`config.mk`:
```
export PLATFORM = sky130hd
export DESIGN_NAME = mmio_store_fifo
export DESIGN_NICKNAME = d
export VERILOG_FILES = /design/src/rtl/mmio_store_fifo.sv
export SDC_FILE = /design/constraint.sdc
export NUM_CORES = 1
export LEC_CHECK = 0
export CAP_MARGIN = 20
export CORE_MARGIN = 8
export CORE_UTILIZATION = 54
export DETAILED_ROUTE_END_ITERATION = 10
export DONT_BUFFER_PORTS = 1
export GPL_TIMING_DRIVEN = 0
export PLACE_DENSITY = 0.71
export SYNTH_ARGS = -nofsm -noshare
export SYNTH_HDL_FRONTEND = slang
export SYNTH_SLANG_ARGS = --single-unit
```
`constraint.sdc`:
```
create_clock -name clk -period 5.4 [get_ports clk]
set_input_delay 1.62 -clock clk [delete_from_list [all_inputs] [get_ports clk]]
set_output_delay 1.62 -clock clk [all_outputs]
set_load 0.01 [all_outputs]
```
`src/rtl/mmio_store_fifo.sv`:
```
// Memory-mapped store FIFO for the single-cycle MIPS data bus: stores to DATA are queued
// and drained through a valid/ready port; STATUS/CONTROL give occupancy, overflow and flush.
module mmio_store_fifo #(
  parameter int unsigned   N         = 32,
  parameter int unsigned   DEPTH     = 8,
  parameter logic [N-1:0]  BASE_ADDR = 32'hFFFF0000
) (
  input  logic         clk,
  input  logic         reset,
  input  logic         memwrite,
  input  logic [N-1:0] dataadr,
  input  logic [N-1:0] writedata,
  output logic         sel,
  output logic [N-1:0] readdata,
  output logic         out_valid,
  output logic [N-1:0] out_data,
  input  logic         out_ready
);

  localparam int unsigned AW = $clog2(DEPTH);
  localparam int unsigned CW = $clog2(DEPTH + 1);
  localparam logic [N-1:0] STAT_ADDR = N'(BASE_ADDR + 4);
  localparam logic [N-1:0] CTRL_ADDR = N'(BASE_ADDR + 8);

  logic [N-1:0]  mem_q [DEPTH];
  logic [AW-1:0] wr_ptr_q, wr_ptr_d;
  logic [AW-1:0] rd_ptr_q, rd_ptr_d;
  logic [CW-1:0] count_q, count_d;
  logic          overflow_q, overflow_d;

  logic is_data, is_stat, is_ctrl;
  logic full, empty, push, pop, push_ok, flush;

  assign is_data = (dataadr == BASE_ADDR);
  assign is_stat = (dataadr == STAT_ADDR);
  assign is_ctrl = (dataadr == CTRL_ADDR);
  assign sel     = is_data | is_stat | is_ctrl;

  assign full    = (count_q == CW'(DEPTH));
  assign empty   = (count_q == '0);
  assign push    = memwrite & is_data;
  assign pop     = out_valid & out_ready;
  // A full FIFO still takes a push when the head leaves in the same cycle.
  assign push_ok = push & (~full | pop);
  assign flush   = memwrite & is_ctrl & writedata[0];

  assign out_valid = ~empty;
  assign out_data  = empty ? '0 : mem_q[rd_ptr_q];

  always_comb begin
    readdata = '0;
    if (is_stat) begin
      readdata[N-1]    = overflow_q;
      readdata[N-2]    = full;
      readdata[N-3]    = empty;
      readdata[CW-1:0] = count_q;
    end
  end

  always_comb begin
    wr_ptr_d   = wr_ptr_q;
    rd_ptr_d   = rd_ptr_q;
    count_d    = count_q;
    overflow_d = overflow_q;
    if (push & ~push_ok)
      overflow_d = 1'b1;
    if (memwrite & is_stat & writedata[0])
      overflow_d = 1'b0;
    if (flush) begin
      wr_ptr_d = '0;
      rd_ptr_d = '0;
      count_d  = '0;
    end else begin
      if (push_ok) wr_ptr_d = wr_ptr_q + AW'(1);
      if (pop)     rd_ptr_d = rd_ptr_q + AW'(1);
      if (push_ok & ~pop)      count_d = count_q + CW'(1);
      else if (pop & ~push_ok) count_d = count_q - CW'(1);
    end
  end

  always_ff @(posedge clk) begin
    if (reset) begin
      wr_ptr_q   <= '0;
      rd_ptr_q   <= '0;
      count_q    <= '0;
      overflow_q <= 1'b0;
    end else begin
      wr_ptr_q   <= wr_ptr_d;
      rd_ptr_q   <= rd_ptr_d;
      count_q    <= count_d;
      overflow_q <= overflow_d;
    end
  end

  always_ff @(posedge clk) begin
    if (!reset && !flush && push_ok)
      mem_q[wr_ptr_q] <= writedata;
  end

endmodule

```
==> results of run 1 <==
==> placed cells by master (no fill, tap or decap), types with 5 or more instances in the layout <==
cell	count
sky130_fd_sc_hd__and2_1	6
sky130_fd_sc_hd__buf_16	6
sky130_fd_sc_hd__conb_1	25
sky130_fd_sc_hd__nor2_4	6
sky130_fd_sc_hd__ha_1	5
sky130_fd_sc_hd__clkinv_1	5
sky130_fd_sc_hd__a21oi_1	6
sky130_fd_sc_hd__clkbuf_16	25
sky130_fd_sc_hd__mux4_2	64
sky130_fd_sc_hd__nor2_1	42
sky130_fd_sc_hd__buf_4	25
sky130_fd_sc_hd__mux2i_1	34
sky130_fd_sc_hd__edfxtp_1	256
sky130_fd_sc_hd__dfxtp_1	14
sky130_fd_sc_hd__clkbuf_1	19
sky130_fd_sc_hd__buf_2	6
==> layout make-up <==
type	instances	area, µm²
Buffer	47	278
Clock buffer	33	676
Clock inverter	11	80.1
Fill cell	1364	7280
Inverter	4	15.0
Multi-Input combinational cell	233	2660
Sequential cell	270	7970
Tap cell	265	332
Timing Repair Buffer	10	240
==> state kept, by name, indices dropped and copies added (netlist names), named ones only <==
signal      count
count_q         4
wr_ptr_q        3
rd_ptr_q        3
overflow_q      1
mem_q         256
==> worst max-delay path by stage <==
stage	start	to	slack, ns	cells after the start
3_5_place_dp	dataadr[5]	readdata[30]	0.40	5
5_1_grt	dataadr[11]	readdata[30]	0.15	5
6_report	dataadr[11]	readdata[30]	0.36	5
4_1_cts	dataadr[11]	readdata[30]	0.42	5
2_1_floorplan	dataadr[0]	mem_q[7][0]$_DFFE_PP_	0.68	5
3_3_place_gp	dataadr[11]	mem_q[5][16]$_DFFE_PP_	-0.66	5
==> stage by stage <==
stage,area (µm²),TNS [ns],total power (µW),hold WS (ns)
finish,12200,0,4620,0.506
global placement,11200,-153.02,3040,0.470
global route,12200,0,4790,0.521
detailed placement,11500,0,3050,0.494
CTS,12200,0,4660,0.504
floorplan,10900,0,2870,0.454
==> cell families (layout without fill, tap and decap cells) <==
family	Yosys count	after routing	share of synthesized area
and+or+nand+nor	86	86	0.0477
buffers and inverters	51	105	0.0272
AOI/OAI and AO/OA	12	12	0.00663
xor gates and xnor gates	6	6	0.00488
muxes	98	98	0.166
adders and majority gates	6	6	0.00767
DFF	270	270	0.740
other	1	25	0.000348
==> worst max-delay path, delay by kind of cell <==
kind             cells  cell delay, ns
AND/OR/NAND/NOR      5            1.80
==> power groups by stage <==
stage	Sequential [µW]	Combinational [µW]	Clock [µW]
3_3_place_gp	2360	681	0
5_1_grt	2320	744	1730
6_report	2320	677	1620
3_5_place_dp	2360	692	0
4_1_cts	2320	695	1650
2_1_floorplan	2360	513	0
==> routing by layer <==
metal	part of all wire	wire [µm]
met5	0	0
met4	0.011	221
met3	0.089	1880
met2	0.52	10900
met1	0.38	8010
==> results.toml, run 1 <==
[status]
run_status = "completed"

[setup_path]
r2r-start = "count_q[1]$_SDFFE_PP0P_"
setup_slack_reg_to_reg_ns = 1.91
cp_data_required_time_ns = 3.78
critPathArrivalTime_ns = 3.42
worst_path_largest_cell_delay_ns = 0.72
worstPathCellList = "nor4b_1, and4_1, nand2_1, nor3b_1, and3_1"
cpMaxStageDelayCell = "sky130_fd_sc_hd__nor3b_1"
startpoint_type = "input port"
critical_path.reg2reg.endpoint = "count_q[3]$_SDFFE_PP0P_"
criticalPathCategory = "input port to output pin"
crit_fanout = 8
endpoint_kind = "output pin"
worst_r2r_path_depth = 11

[die]
starting_utilization_of_the_core_area = 0.551
std_cell_rows = 51
dieWidth_um = 157
fp.dieArea_mm2 = 0.0247
core_area_mm2 = 0.0195
die_height_um = 157
pin_count = 134

[power_and_ir_drop]
p_sw_frac = 0.248
clock_power_share = 0.352
power.static_leakage_uw = 0.00384
power.share.combinational = 0.147
power.density_mw_per_mm2 = 377
cell_internal_pwr_uw = 3470
switchingPower_uw = 1150
pwr-share-seq = 0.502
ir_drop_mv = 0.277

[yosys]
seq_area_frac_synth = 0.740
ys_top_cells_by_area = "sky130_fd_sc_hd__edfxtp_1 (71%), sky130_fd_sc_hd__mux4_2 (13%), sky130_fd_sc_hd__mux2i_1 (3.2%), sky130_fd_sc_hd__dfxtp_1 (2.6%), sky130_fd_sc_hd__buf_4 (1.7%)"
synth.distinct_cells = 45
synth_common_cells = "sky130_fd_sc_hd__edfxtp_1 (256), sky130_fd_sc_hd__mux4_2 (64), sky130_fd_sc_hd__nor2_1 (48), sky130_fd_sc_hd__mux2i_1 (34), sky130_fd_sc_hd__buf_4 (25)"
yosys.area.top_type_share = 0.714
synthesis.instances = 530
synth.yosys.warnings = 0
number_of_enable_flip_flop_cells_after_synthesis = 256
synth.ff_latch_count = 270
synth_top_cell_by_area = "sky130_fd_sc_hd__edfxtp_1"
synth_async_sr_flop_share = 0
ys.flop_type = "sky130_fd_sc_hd__edfxtp_1"
synth.cell_area_mm2 = 0.0108
synthMostInstantiatedCell = "sky130_fd_sc_hd__edfxtp_1"
postSynthAreaPerCell_um2 = 20.3

[sta]
timing.clock.skew_ns = 0.0144
setup_ws_ns = 0.358
max_freq_mhz = 198
worst_slew_margin_rel = 0.285
period_utilisation_layout = 0.934
slew_viol_final = 0
rsz0062_at_grt = "no"
report.final.setup_viol = 0
timing_hold_violations_final = 0
period_needed_ns = 5.04
tightest_slew_ns = 1.06

[grt]
grt_most_used_layer = "met2"
grt_antenna_before_repair = 0
grtUsageMet2 = 0.303
grt_start_max_net_pins = 22
global_route.usage.met3 = 0.0461
met1_usage = 0.211
gr-total-overflow = 0
first_global_vias = 5355
grt_first_pass_wirelength_mm = 31.8
grt_util_all_layers = 0.173

[clock_network]
cts_repair_resize_count = 0
cts_inserted_buffers = 25
post-cts-setup-buffer-count = 0
ctsHoldBuffers = 0
clk-insertion-delay-late_ns = 0.51
cts_buffer_depth = 3
clock_sinks = 270
cts_root_buf = "sky130_fd_sc_hd__clkbuf_16"
clkSlewWorstSetupHoldPaths_ns = 0.06
htree_num_levels = 1
cts_tree = "done"

[finish]
num_antenna_cells = 0
postLayoutCoreUtil = 0.627
fin_nets = 665
layout-drive-gt1-share = 0.255
finish.cell_count_without_fillers = 873
layout-area-overhead-vs-synth_pct = 13.7

[place]
pre_cts_ws_ns = 0.399
placement.io_buffers = 0
gp_congestion = 0.764
post-dp-hpwl_mm = 13.6
dpl.cell_count = 829

[worst_hold_path]
hp-class = "flop to flop"
timing.hold.worst.start = "wr_ptr_q[2]$_SDFFE_PP0P_"
min_delay_worst_endpoint = "wr_ptr_q[2]$_SDFFE_PP0P_"
hold_path_depth = 2

[drt]
dr.pass1.iters = 5
detail_route.wirelength_mm = 21.0
vias = 4997
dr.first_iter.drc_count = 405
drc = 0
detail-route-antenna-nets = 0
wl_per_cell_um = 24.1
drt-vias-per-instance = 5.72

[flow_run]
maxCapViolCount = 0
(Power assumes the default switching activity.)
==> run 2: changes to the inputs <==
--- a/config.mk
+++ b/config.mk
@@ -13,4 +13,5 @@
 export GPL_TIMING_DRIVEN = 0
 export PLACE_DENSITY = 0.71
+export RECOVER_POWER = 100
 export SYNTH_ARGS = -nofsm -noshare
 export SYNTH_HDL_FRONTEND = slang
==> constraint.sdc (replaced) <==
create_clock -name clk -period 5.4 [get_ports clk]
set_input_delay 0.27 -clock clk [delete_from_list [all_inputs] [get_ports clk]]
set_output_delay 0.27 -clock clk [all_outputs]
set_load 0.01 [all_outputs]
==> results.toml, run 2 (synthesis gave the netlist of run 1 again) <==
[sta]
setup_ws_ns = 1.27
rsz0062_at_grt = "no"
slew_viol_final = 57
period_utilisation_layout = 0.766
tightest_slew_ns = 2.28
timing.clock.skew_ns = 0.00983
period_needed_ns = 4.13
timing_hold_violations_final = 0
total_negative_setup_slack_ns = 0
report.final.setup_viol = 0
max_freq_mhz = 242
hold_slack_ns = 0.0483
worst_slew_margin_rel = -0.531

[worst_hold_path]
hp-class = "input port to flop"
hold_path_depth = 3

[finish]
layout.cells.most_common_list = "sky130_fd_sc_hd__edfxtp_1 (256), sky130_fd_sc_hd__mux4_2 (64), sky130_fd_sc_hd__nor2_1 (48), sky130_fd_sc_hd__dlygate4sd3_1 (35), sky130_fd_sc_hd__mux2i_1 (34)"
num_antenna_cells = 0
fin_nets = 703
layout-drive-gt1-share = 0.228
fillCellCount = 1341
finish.cell_count_without_fillers = 914
layout-area-overhead-vs-synth_pct = 16.8
largest_reg_flops = 256
largest_register = "mem_q"
reg.largest.list = "mem_q x256, count_q x4"
mostFrequentLayoutCell = "sky130_fd_sc_hd__edfxtp_1"

[drt]
dr.first_iter.drc_count = 416
vias = 5174
detail_route.wirelength_mm = 21.3
drt-vias-per-instance = 5.66
wl_per_cell_um = 23.3
detail-route-antenna-nets = 0
drc = 0
dr.pass1.iters = 4

[setup_path]
top_cell_family_by_delay_on_the_critical_path = "simple AND/OR/NAND/NOR gates"
cp_data_required_time_ns = 5.62
worst_r2r_path_depth = 7
cpMaxStageDelayCell = "sky130_fd_sc_hd__nor3_1"
cp_common_cell = "sky130_fd_sc_hd__nor3_1"
crit_cells = 7
worstPathBufferInverterCount = 2
startpoint_type = "flop"
worst_path_largest_cell_delay_ns = 1.73
endpoint_kind = "flop"
critPathArrivalTime_ns = 4.35
criticalPathCategory = "flop to flop"
crit_fanout = 12
worstPathCellList = "nor3_1, nand3b_1, nand4_1, or4b_1, nor3_1, buf_16, buf_8"

[die]
pin_count = 134
starting_utilization_of_the_core_area = 0.551
dieWidth_um = 157
std_cell_rows = 51
fp.dieArea_mm2 = 0.0247
core_area_mm2 = 0.0195
die_height_um = 157

[grt]
grt_util_all_layers = 0.174
grt_start_max_net_pins = 22
grt_antenna_before_repair = 0
gr-total-overflow = 0
grt_first_pass_wirelength_mm = 32.6
first_global_vias = 5540

[place]
pre_cts_ws_ns = 2.15
placement.io_buffers = 0
dpl.cell_count = 831
post-dp-hpwl_mm = 13.7
gp_congestion = 0.740

[clock_network]
htree_num_levels = 1
cts_repair_resize_count = 0
clk-insertion-delay-late_ns = 0.51
cts_inserted_buffers = 26
clock_sinks = 270
cts_tree = "done"
cts_buffer_depth = 3
clkSlewWorstSetupHoldPaths_ns = 0.07
cts_root_buf = "sky130_fd_sc_hd__clkbuf_16"

[status]
failing_checks = "max-capacitance violations, max-slew violations"
run_status = "complete, but fails checks"

[power_and_ir_drop]
power.static_leakage_uw = 0.00401
ir_drop_mv = 0.284
power.density_mw_per_mm2 = 387
design_power_total_uw = 4870

[flow_run]
maxCapViolCount = 5
[run 2: cell types whose count changed in the layout (fill, tap and decap cells not counted), sizes merged]
cell         before  now
clkinvlp          1    0
inv               5    7
dlygate4sd3       0   35
bufinv            1    3
buf              44   41
clkbuf           46   52
[run 2: metrics by stage]
| stage | cell area, µm² | util |
|---|---|---|
| global route | 12600 | 0.644 |
| CTS | 12700 | 0.650 |
| global placement | 11200 | 0.573 |
| finish | 12600 | 0.644 |
| floorplan | 10900 | - |
| detailed placement | 11500 | 0.587 |
[run 2: per-layer routing]
metal	part of all wire	vias up	global-route usage
met2	0.51	181	0.309
met3	0.074	29	0.0362
met4	0.014	0	0.0417
met1	0.40	2662	0.214
met5	0	-	0
li1	-	2302	-
[run 2: cell type report]
class	count	area [µm²]	share of cell area
tap	265	332	0.0264
buffer	47	277	0.0220
inverter	4	15.0	0.00119
clock inverter	14	150	0.0119
multi-input combinational	233	2560	0.204
timing repair buffer	47	543	0.0432
clock buffer	34	733	0.0583
sequential	270	7970	0.633
[run 2: path summary, 6_finish.rpt]
kind,slack [ns],startpoint,end
setup reg to reg,1.27,count_q[1]$_SDFFE_PP0P_,mem_q[4][17]$_DFFE_PP_
hold reg to reg,0.50,wr_ptr_q[2]$_SDFFE_PP0P_,wr_ptr_q[2]$_SDFFE_PP0P_
setup / recovery,1.27,count_q[1]$_SDFFE_PP0P_,mem_q[4][17]$_DFFE_PP_
hold / removal,0.05,out_ready,rd_ptr_q[1]$_SDFFE_PP0P_
[run 2: where the power goes]
group	switching, µW	leakage, µW	total (µW)	internal (µW)
Combinational	454	0.00116	714	260
Sequential	15.5	0.00241	2320	2300
Clock	741	0.000441	1840	1100
[run 2: worst min-delay path: stages]
cell                      delay (ns)
sky130_fd_sc_hd__nand2_1        0.07
sky130_fd_sc_hd__nand2_1        0.08
sky130_fd_sc_hd__a21oi_1        0.08
[run 2: what timing repair did]
| item | in CTS | in global routing |
|---|---|---|
| hold endpoints to repair | 260 | 0 |
| hold buffers | 35 | 0 |
| setup buffers | 0 | 0 |
